--- src/rtl/fifo_pkg.sv ---
// Shared definitions for the FIFO pointer/flag controller: depth helpers,
// pointer wrap increment, default threshold levels and the op encoding.
package fifo_pkg;

    localparam int AF_DEFAULT = 14;
    localparam int AE_DEFAULT = 2;

    // Encoded as {accepted write, accepted read}
    typedef enum logic [1:0] {
        OP_IDLE = 2'b00,
        OP_POP  = 2'b01,
        OP_PUSH = 2'b10,
        OP_BOTH = 2'b11
    } op_e;

    function automatic int depth(input int m);
        return 1 << m;
    endfunction

    function automatic int wrap_inc(input int p, input int m);
        return (p + 1) & ((1 << m) - 1);
    endfunction

endpackage

--- src/rtl/fifo_ctrl_if.sv ---
// Request/addressing/flag bundle between a FIFO user and the pointer controller.
interface fifo_ctrl_if #(
    parameter int M = 4
);
    logic         wr;
    logic         rd;
    logic         wr_enable;
    logic [M-1:0] wr_addr;
    logic [M-1:0] rd_addra;
    logic [M-1:0] rd_addrb;
    logic         full;
    logic         empty;
    logic         almost_full;
    logic         almost_empty;
    logic [M:0]   count;
    logic         overflow;
    logic         underflow;

    modport master (
        output wr, rd,
        input  wr_enable, wr_addr, rd_addra, rd_addrb, full, empty,
               almost_full, almost_empty, count, overflow, underflow
    );

    modport slave (
        input  wr, rd,
        output wr_enable, wr_addr, rd_addra, rd_addrb, full, empty,
               almost_full, almost_empty, count, overflow, underflow
    );
endinterface

--- src/rtl/fifo_ctrl.sv ---
// Pointer and flag controller for a circular FIFO over a 1W/2R register file.
// Admits push/pop requests, tracks occupancy and raises threshold/error flags.
module fifo_ctrl
    import fifo_pkg::*;
#(
    parameter int M        = 4,
    parameter int N        = 16,
    parameter int AF_LEVEL = AF_DEFAULT,
    parameter int AE_LEVEL = AE_DEFAULT
) (
    input  logic       clk,
    input  logic       rst_n,
    fifo_ctrl_if.slave fifo
);

    generate
        if (N != depth(M)) begin : g_bad_depth
            $error("fifo_ctrl: N must equal 2**M");
        end
    endgenerate

    localparam logic [M:0] DEPTH = (M+1)'(N);
    localparam logic [M:0] ONE   = (M+1)'(1);
    localparam logic [M:0] AF_W  = (M+1)'(AF_LEVEL);
    localparam logic [M:0] AE_W  = (M+1)'(AE_LEVEL);

    logic [M-1:0] wr_ptr_q, wr_ptr_d;
    logic [M-1:0] rd_ptr_q, rd_ptr_d;
    logic [M:0]   count_q, count_d;
    logic         full_q, full_d;
    logic         empty_q, empty_d;
    logic         af_q, af_d;
    logic         ae_q, ae_d;
    logic         ovf_q, ovf_d;
    logic         udf_q, udf_d;
    logic         do_wr, do_rd;
    op_e          op;

    function automatic logic [M-1:0] ptr_inc(input logic [M-1:0] p);
        return M'(wrap_inc(int'(p), M));
    endfunction

    always_comb begin
        // A push into a full FIFO is allowed when a pop frees the head slot
        do_wr    = fifo.wr & (~full_q | fifo.rd);
        do_rd    = fifo.rd & ~empty_q;
        op       = op_e'({do_wr, do_rd});
        wr_ptr_d = wr_ptr_q;
        rd_ptr_d = rd_ptr_q;
        count_d  = count_q;
        full_d   = full_q;
        empty_d  = empty_q;
        case (op)
            OP_PUSH: begin
                wr_ptr_d = ptr_inc(wr_ptr_q);
                count_d  = count_q + ONE;
                empty_d  = 1'b0;
                full_d   = (count_q + ONE == DEPTH);
            end
            OP_POP: begin
                rd_ptr_d = ptr_inc(rd_ptr_q);
                count_d  = count_q - ONE;
                full_d   = 1'b0;
                empty_d  = (count_q == ONE);
            end
            OP_BOTH: begin
                wr_ptr_d = ptr_inc(wr_ptr_q);
                rd_ptr_d = ptr_inc(rd_ptr_q);
            end
            default: ;
        endcase
        af_d  = (count_d >= AF_W);
        ae_d  = (count_d <= AE_W);
        ovf_d = fifo.wr & full_q & ~fifo.rd;
        udf_d = fifo.rd & empty_q & ~fifo.wr;
    end

    always_ff @(posedge clk or negedge rst_n) begin
        if (!rst_n) begin
            wr_ptr_q <= '0;
            rd_ptr_q <= '0;
            count_q  <= '0;
            full_q   <= 1'b0;
            empty_q  <= 1'b1;
            af_q     <= 1'b0;
            ae_q     <= 1'b1;
            ovf_q    <= 1'b0;
            udf_q    <= 1'b0;
        end else begin
            wr_ptr_q <= wr_ptr_d;
            rd_ptr_q <= rd_ptr_d;
            count_q  <= count_d;
            full_q   <= full_d;
            empty_q  <= empty_d;
            af_q     <= af_d;
            ae_q     <= ae_d;
            ovf_q    <= ovf_d;
            udf_q    <= udf_d;
        end
    end

    assign fifo.wr_enable    = do_wr;
    assign fifo.wr_addr      = wr_ptr_q;
    assign fifo.rd_addra     = rd_ptr_q;
    assign fifo.rd_addrb     = ptr_inc(rd_ptr_q);
    assign fifo.full         = full_q;
    assign fifo.empty        = empty_q;
    assign fifo.almost_full  = af_q;
    assign fifo.almost_empty = ae_q;
    assign fifo.count        = count_q;
    assign fifo.overflow     = ovf_q;
    assign fifo.underflow    = udf_q;

endmodule

--- src/flat_wrapper.sv ---
// flat-port wrapper written by rule: the top's interface ports become plain ports
module fifo_ctrl_flat import fifo_pkg::*;
#(
    parameter int M        = 4,
    parameter int N        = 16,
    parameter int AF_LEVEL = AF_DEFAULT,
    parameter int AE_LEVEL = AE_DEFAULT
)
  (clk, rst_n, fifo_wr, fifo_rd, fifo_wr_enable, fifo_wr_addr, fifo_rd_addra, fifo_rd_addrb, fifo_full, fifo_empty, fifo_almost_full, fifo_almost_empty, fifo_count, fifo_overflow, fifo_underflow);
  fifo_ctrl_if #(.M(M)) fifo_i ();
  input  logic clk;
  input  logic rst_n;
  input wire logic [$bits(fifo_i.wr)-1:0] fifo_wr;
  input wire logic [$bits(fifo_i.rd)-1:0] fifo_rd;
  output wire logic [$bits(fifo_i.wr_enable)-1:0] fifo_wr_enable;
  output wire logic [$bits(fifo_i.wr_addr)-1:0] fifo_wr_addr;
  output wire logic [$bits(fifo_i.rd_addra)-1:0] fifo_rd_addra;
  output wire logic [$bits(fifo_i.rd_addrb)-1:0] fifo_rd_addrb;
  output wire logic [$bits(fifo_i.full)-1:0] fifo_full;
  output wire logic [$bits(fifo_i.empty)-1:0] fifo_empty;
  output wire logic [$bits(fifo_i.almost_full)-1:0] fifo_almost_full;
  output wire logic [$bits(fifo_i.almost_empty)-1:0] fifo_almost_empty;
  output wire logic [$bits(fifo_i.count)-1:0] fifo_count;
  output wire logic [$bits(fifo_i.overflow)-1:0] fifo_overflow;
  output wire logic [$bits(fifo_i.underflow)-1:0] fifo_underflow;
  assign fifo_i.wr = fifo_wr;
  assign fifo_i.rd = fifo_rd;
  assign fifo_wr_enable = fifo_i.wr_enable;
  assign fifo_wr_addr = fifo_i.wr_addr;
  assign fifo_rd_addra = fifo_i.rd_addra;
  assign fifo_rd_addrb = fifo_i.rd_addrb;
  assign fifo_full = fifo_i.full;
  assign fifo_empty = fifo_i.empty;
  assign fifo_almost_full = fifo_i.almost_full;
  assign fifo_almost_empty = fifo_i.almost_empty;
  assign fifo_count = fifo_i.count;
  assign fifo_overflow = fifo_i.overflow;
  assign fifo_underflow = fifo_i.underflow;
  fifo_ctrl #(.M(M), .N(N), .AF_LEVEL(AF_LEVEL), .AE_LEVEL(AE_LEVEL)) u_core (.clk(clk), .rst_n(rst_n), .fifo(fifo_i));
endmodule
--- config.mk ---
export PLATFORM = sky130hd
export DESIGN_NAME = fifo_ctrl_flat
export DESIGN_NICKNAME = d
export VERILOG_FILES = /design/src/rtl/fifo_pkg.sv /design/src/rtl/fifo_ctrl_if.sv /design/src/rtl/fifo_ctrl.sv /design/src/flat_wrapper.sv
export SDC_FILE = /design/constraint.sdc
export NUM_CORES = 1
export LEC_CHECK = 0
export CORE_MARGIN = 2
export CORE_UTILIZATION = 35
export CTS_BUF_LIST = sky130_fd_sc_hd__clkbuf_4
export DETAILED_ROUTE_END_ITERATION = 6
export MAX_ROUTING_LAYER = met4
export PLACE_DENSITY = 0.59
export SLEW_MARGIN = 20
export SYNTH_ARGS = -nofsm -noshare
export SYNTH_HDL_FRONTEND = slang
export SYNTH_SLANG_ARGS = --single-unit
--- constraint.sdc ---
create_clock -name clk -period 2.4 [get_ports clk]
set_input_delay 0.48 -clock clk [delete_from_list [all_inputs] [get_ports clk]]
set_output_delay 0.48 -clock clk [all_outputs]
set_load 0.01 [all_outputs]
==> impl_summary.log, run 1 <==
[metrics] ant diodes: 0
[metrics] delay of the slowest cell on the worst path: about 0.48 ns
[metrics] first-pass GRT wire length: approximately 3.9 mm
[metrics] Vias/cell: 5.04
[metrics] total standard cell area after synthesis: 0.00107 mm2
[metrics] final worst-path setup slack: 0.172 ns
[metrics] Final Non-Filler Cells: 171
[metrics] time the worst path needs with I/O delays and setup: 2.23 ns
[metrics] final worst-path cycle share: 92.8%
[metrics] busiest grt layer: met2
[metrics] Cell variety after synth: 32
[metrics] total global-route track usage: 15.3%
[metrics] total grt overflow: 0
[metrics] I/O Pins: 28
[metrics] Achievable Freq: 449 MHz
[metrics] via count of the routed design: 862
[metrics] CTS Hold Buffers Added: 0
[metrics] maximum clock path buffer count: 2
[metrics] Syn Inst Count: 99
[metrics] met1 usage: 17.6%
[metrics] number of gates resized after CTS: 1
[metrics] aggregate routed wire length: 2.20 mm
[metrics] worst hold margin: 0.477 ns
[metrics] asr flop ratio synth: 100%
[metrics] max-cap violation count: 0
[metrics] overall die height: approximately 60 um
[metrics] Syn Nets: about 110
[metrics] main flop type after synthesis: dfrtp_1
[metrics] Inserted Clock Buffers: 3
[metrics] worst slack after detailed placement: -0.169 ns
[metrics] Final Wtd Congestion: just under 0.8
[metrics] Clock Tree Root: clkbuf_4
[metrics] detailed-route DRC error count: 0
[metrics] critical-path cell list: clkdlybuf4s50_1 -> nand2b_1 -> nand2_1 -> ha_1 -> nor4_1 -> mux2i_1 -> o31ai_2 -> nor4b_2
[metrics] sort of element at the start of the critical path: input pin
[metrics] kind of cell with the highest combined delay on the critical path: simple AND/OR/NAND/NOR gates
[metrics] number of enable flip-flop cells after synthesis: 0
[metrics] CP Data Required Time: 2.62 ns
[metrics] number of clock sinks: 19
[metrics] Setup violations, final: 0
[metrics] worst setup skew after layout: 0.00261 ns
[metrics] class of the tightest hold or removal check: reg2reg
[metrics] initial standard-cell utilization of the core: 36.0%
[metrics] placed inst area: 0.00144 mm2
[metrics] routed length per placed instance: about 13 um
[metrics] status: complete, no violations
[metrics] max-slew violation count: 0
[metrics] data arrival time at the worst-slack endpoint: approximately 2.5 ns
[metrics] global routing met3 resource utilization: 3.28%
[metrics] sequential fraction of the synthesis area: 44.6%
[metrics] total of fill cells in the finished design: 300
[metrics] Setup TNS Final: 0 ns
[metrics] total number of H-tree levels: 1
[metrics] maximum number of pins on one net before global-route repair: 20
[metrics] DR iter-0 viols: 8
[metrics] critical path class: in2reg
[metrics] CP Capture Type: flop
[metrics] Leakage Power: 0.000674 uW
[metrics] Critical-path top delay cell: clkdlybuf4s50_1
[metrics] die area: approximately 0.0035 mm2
[metrics] detailed placer's ending HPWL: 1.69 mm
[metrics] Synth area leader: dfrtp_1
[metrics] maximum resistive drop on vdd: 0.000479 V
[metrics] number of global-route vias before repair: about 860
[metrics] count of standard-cell rows: 20
[metrics] width of the die: 59.4 um
[metrics] critical path fanouts, max: 3
[metrics] number of antenna violations at the first check in global routing: 0
[metrics] area share of the leading cell type in the synthesized netlist: between 30% and 40%
[metrics] count of endpoints failing hold in the final timing report: 0
[metrics] total of buffers placed on input and output ports: 27
[metrics] cell types with the largest area share after synthesis: dfrtp_1, ha_1, dfstp_2
[metrics] clock tree from TritonCTS: yes
[metrics] Post-layout nets: 152
[metrics] Core Area: 0.00298 mm2
[metrics] met2 usage: 25.9%
[metrics] count of state elements after synthesis: 19
[metrics] number of warning messages in the yosys log: 0
[metrics] Worst-Margin Slew: 0.564 ns
[metrics] cell area power density: around 1100 mW/mm2
[metrics] number of detailed-route iterations in the first pass: 4
[metrics] clock-pin slew on the worst setup and hold paths: between 0.1 and 0.15 ns
[metrics] number of buffer and inverter stages on the critical path: 1
[metrics] final non-filler cell area: 0.00147 mm2
[metrics] number of placed instances, taps included: 167
[metrics] average instance area after synthesis: 10.8 um2
[metrics] number of post-CTS setup repair buffers: 0
[metrics] share of cells above drive strength 1: 16.7%
[metrics] RSZ-0062 raised after global routing: no
[metrics] Area growth, synth to finish: 37.2%
[metrics] Final ANT Viol Nets: 0
[metrics] clock latency of the later-clocked register in the worst-skew pair: 0.30 ns
[metrics] Max-Slew Margin vs Limit: 61.8%
-- area by class of cell --
| class | count | area [um2] | area share, % |
|---|---|---|---|
| well taps | 33 | 41.3 | 2.81 |
| clock buffers | 4 | 30.0 | 2.04 |
| flip-flops and latches | 19 | 478 | 32.5 |
| repair buffers | 37 | 344 | 23.4 |
| multi-input cells | 70 | 548 | 37.2 |
| inverters | 8 | 30.0 | 2.04 |
-- cell usage in the layout (no fill, tap or decap), drive strengths merged, types with 2 or more instances in the layout --
| master | instances |
|---|---|
| nand3 | 4 |
| nor2 | 7 |
| nand2b | 2 |
| buf | 10 |
| mux2i | 3 |
| nor4b | 3 |
| inv | 8 |
| dfstp | 2 |
| xor2 | 5 |
| mux2 | 2 |
| clkbuf | 4 |
| nor3b | 2 |
| ha | 9 |
| nand2 | 9 |
| xnor2 | 6 |
| nor2b | 3 |
| clkdlybuf4s50 | 26 |
| dfrtp | 17 |
| o21ai | 4 |
-- Yosys cell counts (3+ instances only) --
library cell,n
nor2b_1,3
o21ai_0,4
dfrtp_1,17
ha_1,9
inv_1,8
nor2_1,7
xor2_1,5
nand2_1,9
xnor2_1,6
nand3_1,3
mux2i_1,3
-- cells by family (layout without fill, tap and decap cells) --
kind of cell,Yosys count,count (layout),synth area share (%)
AO/OA/AOI/OAI,13,13,9.80
XOR/XNOR,11,11,8.98
adder cells (fa/ha/maj),9,9,10.5
buffers and inverters,10,49,4.32
flip-flops,19,19,44.6
multiplexers,5,5,4.90
AND/OR/NAND/NOR,32,32,16.9
-- path summary, 6_finish.rpt --
| check | start | endpoint | slack, ns | cells past startpoint |
|---|---|---|---|---|
| worst min-delay path | u_core.fifo.wr_addr[3] | u_core.fifo.wr_addr[3] | 0.48 | 1 |
| worst min register to register | u_core.fifo.wr_addr[3] | u_core.fifo.wr_addr[3] | 0.48 | 1 |
| worst max-delay path | fifo_rd | u_core.fifo.almost_empty | 0.17 | 8 |
| worst max register to register | u_core.fifo.empty | u_core.fifo.almost_empty | 0.31 | 7 |
| max in group asynchronous | rst_n | u_core.fifo.empty | 1.62 | 2 |
| min in group asynchronous | rst_n | u_core.fifo.wr_addr[0] | 0.51 | 2 |
-- power breakdown --
part | internal [uW] | switching [uW]
clock | 76.1 | 99.5
sequential | 448 | 152
combinational | 533 | 376
total | 1060 | 627
-- flip-flops by register name (all words and copies together) (netlist names) --
register                  cells
u_core.fifo.rd_addra          4
u_core.fifo.almost_full       1
u_core.fifo.empty             1
u_core.fifo.wr_addr           4
u_core.fifo.full              1
u_core.fifo.count             5
u_core.fifo.almost_empty      1
u_core.fifo.underflow         1
u_core.fifo.overflow          1
-- per-layer routing --
layer	up-vias	wire [um]	share of wire [%]
met5	-	0	0
met3	4	91	4.1
met2	27	1090	50
li1	417	-	-
met1	414	986	45
met4	0	27	1.2
-- worst reg2reg max path: stages, from the launching register on --
cell and delay, ns:
dfstp_2 0.56, nand2b_1 0.13, inv_1 0.06, ha_1 0.29
nor4_1 0.33, mux2i_1 0.25, o31ai_2 0.12, nor4b_2 0.28
-- stage by stage --
stage                     utilization, %  total power [uW]
final                               49.4              1680
after global routing                49.4              1830
after CTS                           49.4              1710
after detailed placement            48.4              1530
after global placement              48.4              1500
after floorplan                        -              1060
Power figures use the tool's default switching activity.
==> run 2: changes to the inputs <==
Settings changed: CORE_MARGIN 2 to 1, CORE_UTILIZATION 35 to 50, PLACE_DENSITY 0.59 to 0.8.
==> impl_summary.log, run 2 (same netlist as run 1, synthesis figures left out) <==
[metrics] Final Wtd Congestion: 0.844 (+7.4%)
[metrics] startpoint of the most critical hold path: u_core.fifo.wr_addr[3]
[metrics] Worst-Margin Slew: 0.541 ns (-0.0231 ns)
[metrics] total grt overflow: 0 (unchanged)
[metrics] max-cap violation count: 0 (unchanged)
[metrics] maximum clock path buffer count: 2 (unchanged)
[metrics] detailed-route DRC error count: 0 (unchanged)
[metrics] class of the tightest hold or removal check: reg2reg
[metrics] critical path class: in2reg
[metrics] delay of the slowest cell on the worst path: 0.50 ns (+0.02 ns)
[metrics] maximum resistive drop on vdd: 0.000694 V (+45%)
[metrics] RSZ-0062 raised after global routing: no
[metrics] total of buffers placed on input and output ports: 27 (unchanged)
[metrics] relative contribution of the clock network to total power: 10.5% (about the same)
[metrics] DR iter-0 viols: 10 (+2)
[metrics] met2 usage: 37.3% (+11 points)
[metrics] number of antenna violations at the first check in global routing: 0 (unchanged)
[metrics] max-slew violation count: 0 (unchanged)
[metrics] number of global-route vias before repair: 817 (-4.4%)
[metrics] ant diodes: 0 (unchanged)
[metrics] aggregate routed wire length: 2.11 mm (-4.1%)
[metrics] detailed placer's ending HPWL: 1.61 mm (-4.4%)
[metrics] critical-path cell list: clkdlybuf4s50_1 -> nand2b_1 -> nand2_1 -> ha_1 -> nor4_2 -> mux2i_1 -> o31ai_2 -> nor4b_2
[metrics] capturing point of the worst reg2reg path: u_core.fifo.almost_empty
[metrics] power consumption: 1670 uW (-0.80%)
[metrics] WHS Endpoint: u_core.fifo.wr_addr[3]
[metrics] CP Capture Type: flop
[metrics] highest-count cells in the layout ignoring fill and taps: clkdlybuf4s50_1, dfrtp_1, nand2_1, ha_1, inv_1
[metrics] maximum number of pins on one net before global-route repair: 20 (unchanged)
[metrics] data arrival time at the worst-slack endpoint: 2.50 ns (+0.05 ns)
[metrics] first-pass GRT wire length: 3.62 mm (-6.3%)
[metrics] width of the die: 48.3 um (-19%)
[metrics] CP Data Required Time: 2.62 ns (about the same)
[metrics] critical path fanouts, max: 3 (unchanged)
[metrics] placed inst area: 0.00141 mm2 (-2.6%)
[metrics] count of cells along the worst hold path: 1 (unchanged)
[metrics] Vias/cell: 5.23 (+3.7%)
[metrics] status: complete, no violations
[metrics] Core Area: 0.00198 mm2 (-33%)
[metrics] sort of element at the start of the critical path: input pin
[metrics] worst setup skew after layout: 0.00530 ns (+0.00268 ns)
[metrics] commonest non-fill, non-tap cell in the layout: clkdlybuf4s50_1
[metrics] I/O Pins: 28 (unchanged)
[metrics] final non-filler cell area: 0.00144 mm2 (-2.1%)
[metrics] clock tree from TritonCTS: yes
[metrics] Achievable Freq: 438 MHz (-2.4%)
[metrics] busiest grt layer: met2
[metrics] total global-route track usage: 20.7% (+5.4 points)
[metrics] overall die height: 48.3 um (-19%)
[metrics] final cell utilization of the core: 72.7% (+23 points)
[metrics] total number of H-tree levels: 1 (unchanged)
[metrics] share of cells above drive strength 1: 14.9% (-1.7 points)
[metrics] switching power of the nets: 624 uW (-0.42%)
[metrics] die area: 0.00233 mm2 (-34%)
[metrics] number of detailed-route iterations in the first pass: 4 (unchanged)
[metrics] total of fill cells in the finished design: 150 (-50%)
[metrics] routed length per placed instance: 13.1 um (+1.9%)
[metrics] global routing met3 resource utilization: 4.40% (+1.1 points)
[metrics] Max-Slew Margin vs Limit: 63.4% (+1.6 points)
[metrics] flip-flop count of the largest register, all copies and words added: 5 (unchanged)
[metrics] count of standard-cell rows: 16 (-20%)
[metrics] Comb pwr share: 53.4% (-0.6 points)
[metrics] Clock Tree Root: clkbuf_4
[metrics] initial standard-cell utilization of the core: 54.1% (+18 points)
[metrics] CTS Hold Buffers Added: 0 (unchanged)
[metrics] clock-pin slew on the worst setup and hold paths: 0.11 ns (about the same)
[metrics] final worst-path cycle share: 95.1% (+2.3 points)
[metrics] switching power share of the total: 37.4% (+0.14 points)
[metrics] register-to-register path setup slack: 0.29 ns (-0.02 ns)
[metrics] via count of the routed design: 842 (-2.3%)
[metrics] cell area power density: 1160 mW/mm2 (+1.4%)
[metrics] Setup TNS Final: 0 ns (unchanged)
[metrics] Leakage Power: 0.000656 uW (-2.6%)
[metrics] logic depth of the worst register-to-register path: 7 (unchanged)
[metrics] number of clock sinks: 19 (unchanged)
[metrics] Setup violations, final: 0 (unchanged)
[metrics] Seq pwr share: 36.1% (+0.5 points)
[metrics] launching point of the worst reg2reg path: u_core.fifo.empty
[metrics] count of endpoints failing hold in the final timing report: 0 (unchanged)
[metrics] met1 usage: 23.0% (+5.4 points)
[metrics] Area growth, synth to finish: 34.3%
[metrics] Critical-path top delay cell: clkdlybuf4s50_1
[metrics] clock latency of the later-clocked register in the worst-skew pair: 0.30 ns (about the same)
[metrics] time the worst path needs with I/O delays and setup: 2.28 ns (+0.0545 ns)
[metrics] Post-layout nets: 148 (-2.6%)
[metrics] Final ANT Viol Nets: 0 (unchanged)
[metrics] cell-internal power: 1050 uW (-1.0%)
[metrics] Inserted Clock Buffers: 3 (unchanged)
==> run 2: worst max-delay path: cells and delay by family <==
kind / cells / cell delay (ns)
simple gates: 4 / 0.81
buf+inv: 1 / 0.50
fa+ha+maj: 1 / 0.32
mux: 1 / 0.26
compound gates: 1 / 0.12
==> run 2: timing repair <==
action	in CTS	in global routing
gates resized for setup	1	1
cloned	0	0
endpoints found under the setup margin	1	1
setup buffers	0	0
==> run 2: power groups by stage <==
stage	sequential, uW	combinational, uW	clock (uW)
after floorplan	630	431	0
after global placement	598	870	0
after detailed placement	607	900	0
after CTS	601	903	178
after global routing	620	975	191
final	603	893	176
==> run 2: worst max path at each step <==
stage,endpoint,from,slack (ns),cells past startpoint
finish,u_core.fifo.almost_empty,fifo_rd,0.12,8
global route,u_core.fifo.almost_empty,fifo_rd,0.007,8
CTS,u_core.fifo.almost_empty,fifo_rd,0.02,8
global placement,u_core.fifo.almost_empty,fifo_rd,-0.11,8
floorplan,u_core.fifo.almost_empty,u_core.fifo.empty,0.23,7
detailed placement,u_core.fifo.almost_empty,fifo_rd,-0.29,8
==> run 2: through the flow <==
step	setup slack, ns	instances	hold slack, ns
CTS	0.0217	161	0.480
floorplan	0.229	99	0.184
finish	0.118	161	0.475
detailed placement	-0.286	157	0.463
global route	0.00702	161	0.495
global placement	-0.108	157	0.457
==> run 2: layout make-up <==
class	count	area [um2]	share of cell area, %
tap	27	33.8	2.35
multi-input combinational	70	554	38.5
inverter	8	30.0	2.09
sequential	19	478	33.2
clock buffer	4	30.0	2.09
timing repair buffer	33	314	21.8
==> run 2: routing by layer <==
| layer | vias to the layer above | share of wire [%] |
|---|---|---|
| met5 | - | 0 |
| met4 | 0 | 1.5 |
| met3 | 4 | 4.0 |
| met2 | 26 | 52 |
| met1 | 402 | 43 |
| li1 | 410 | - |
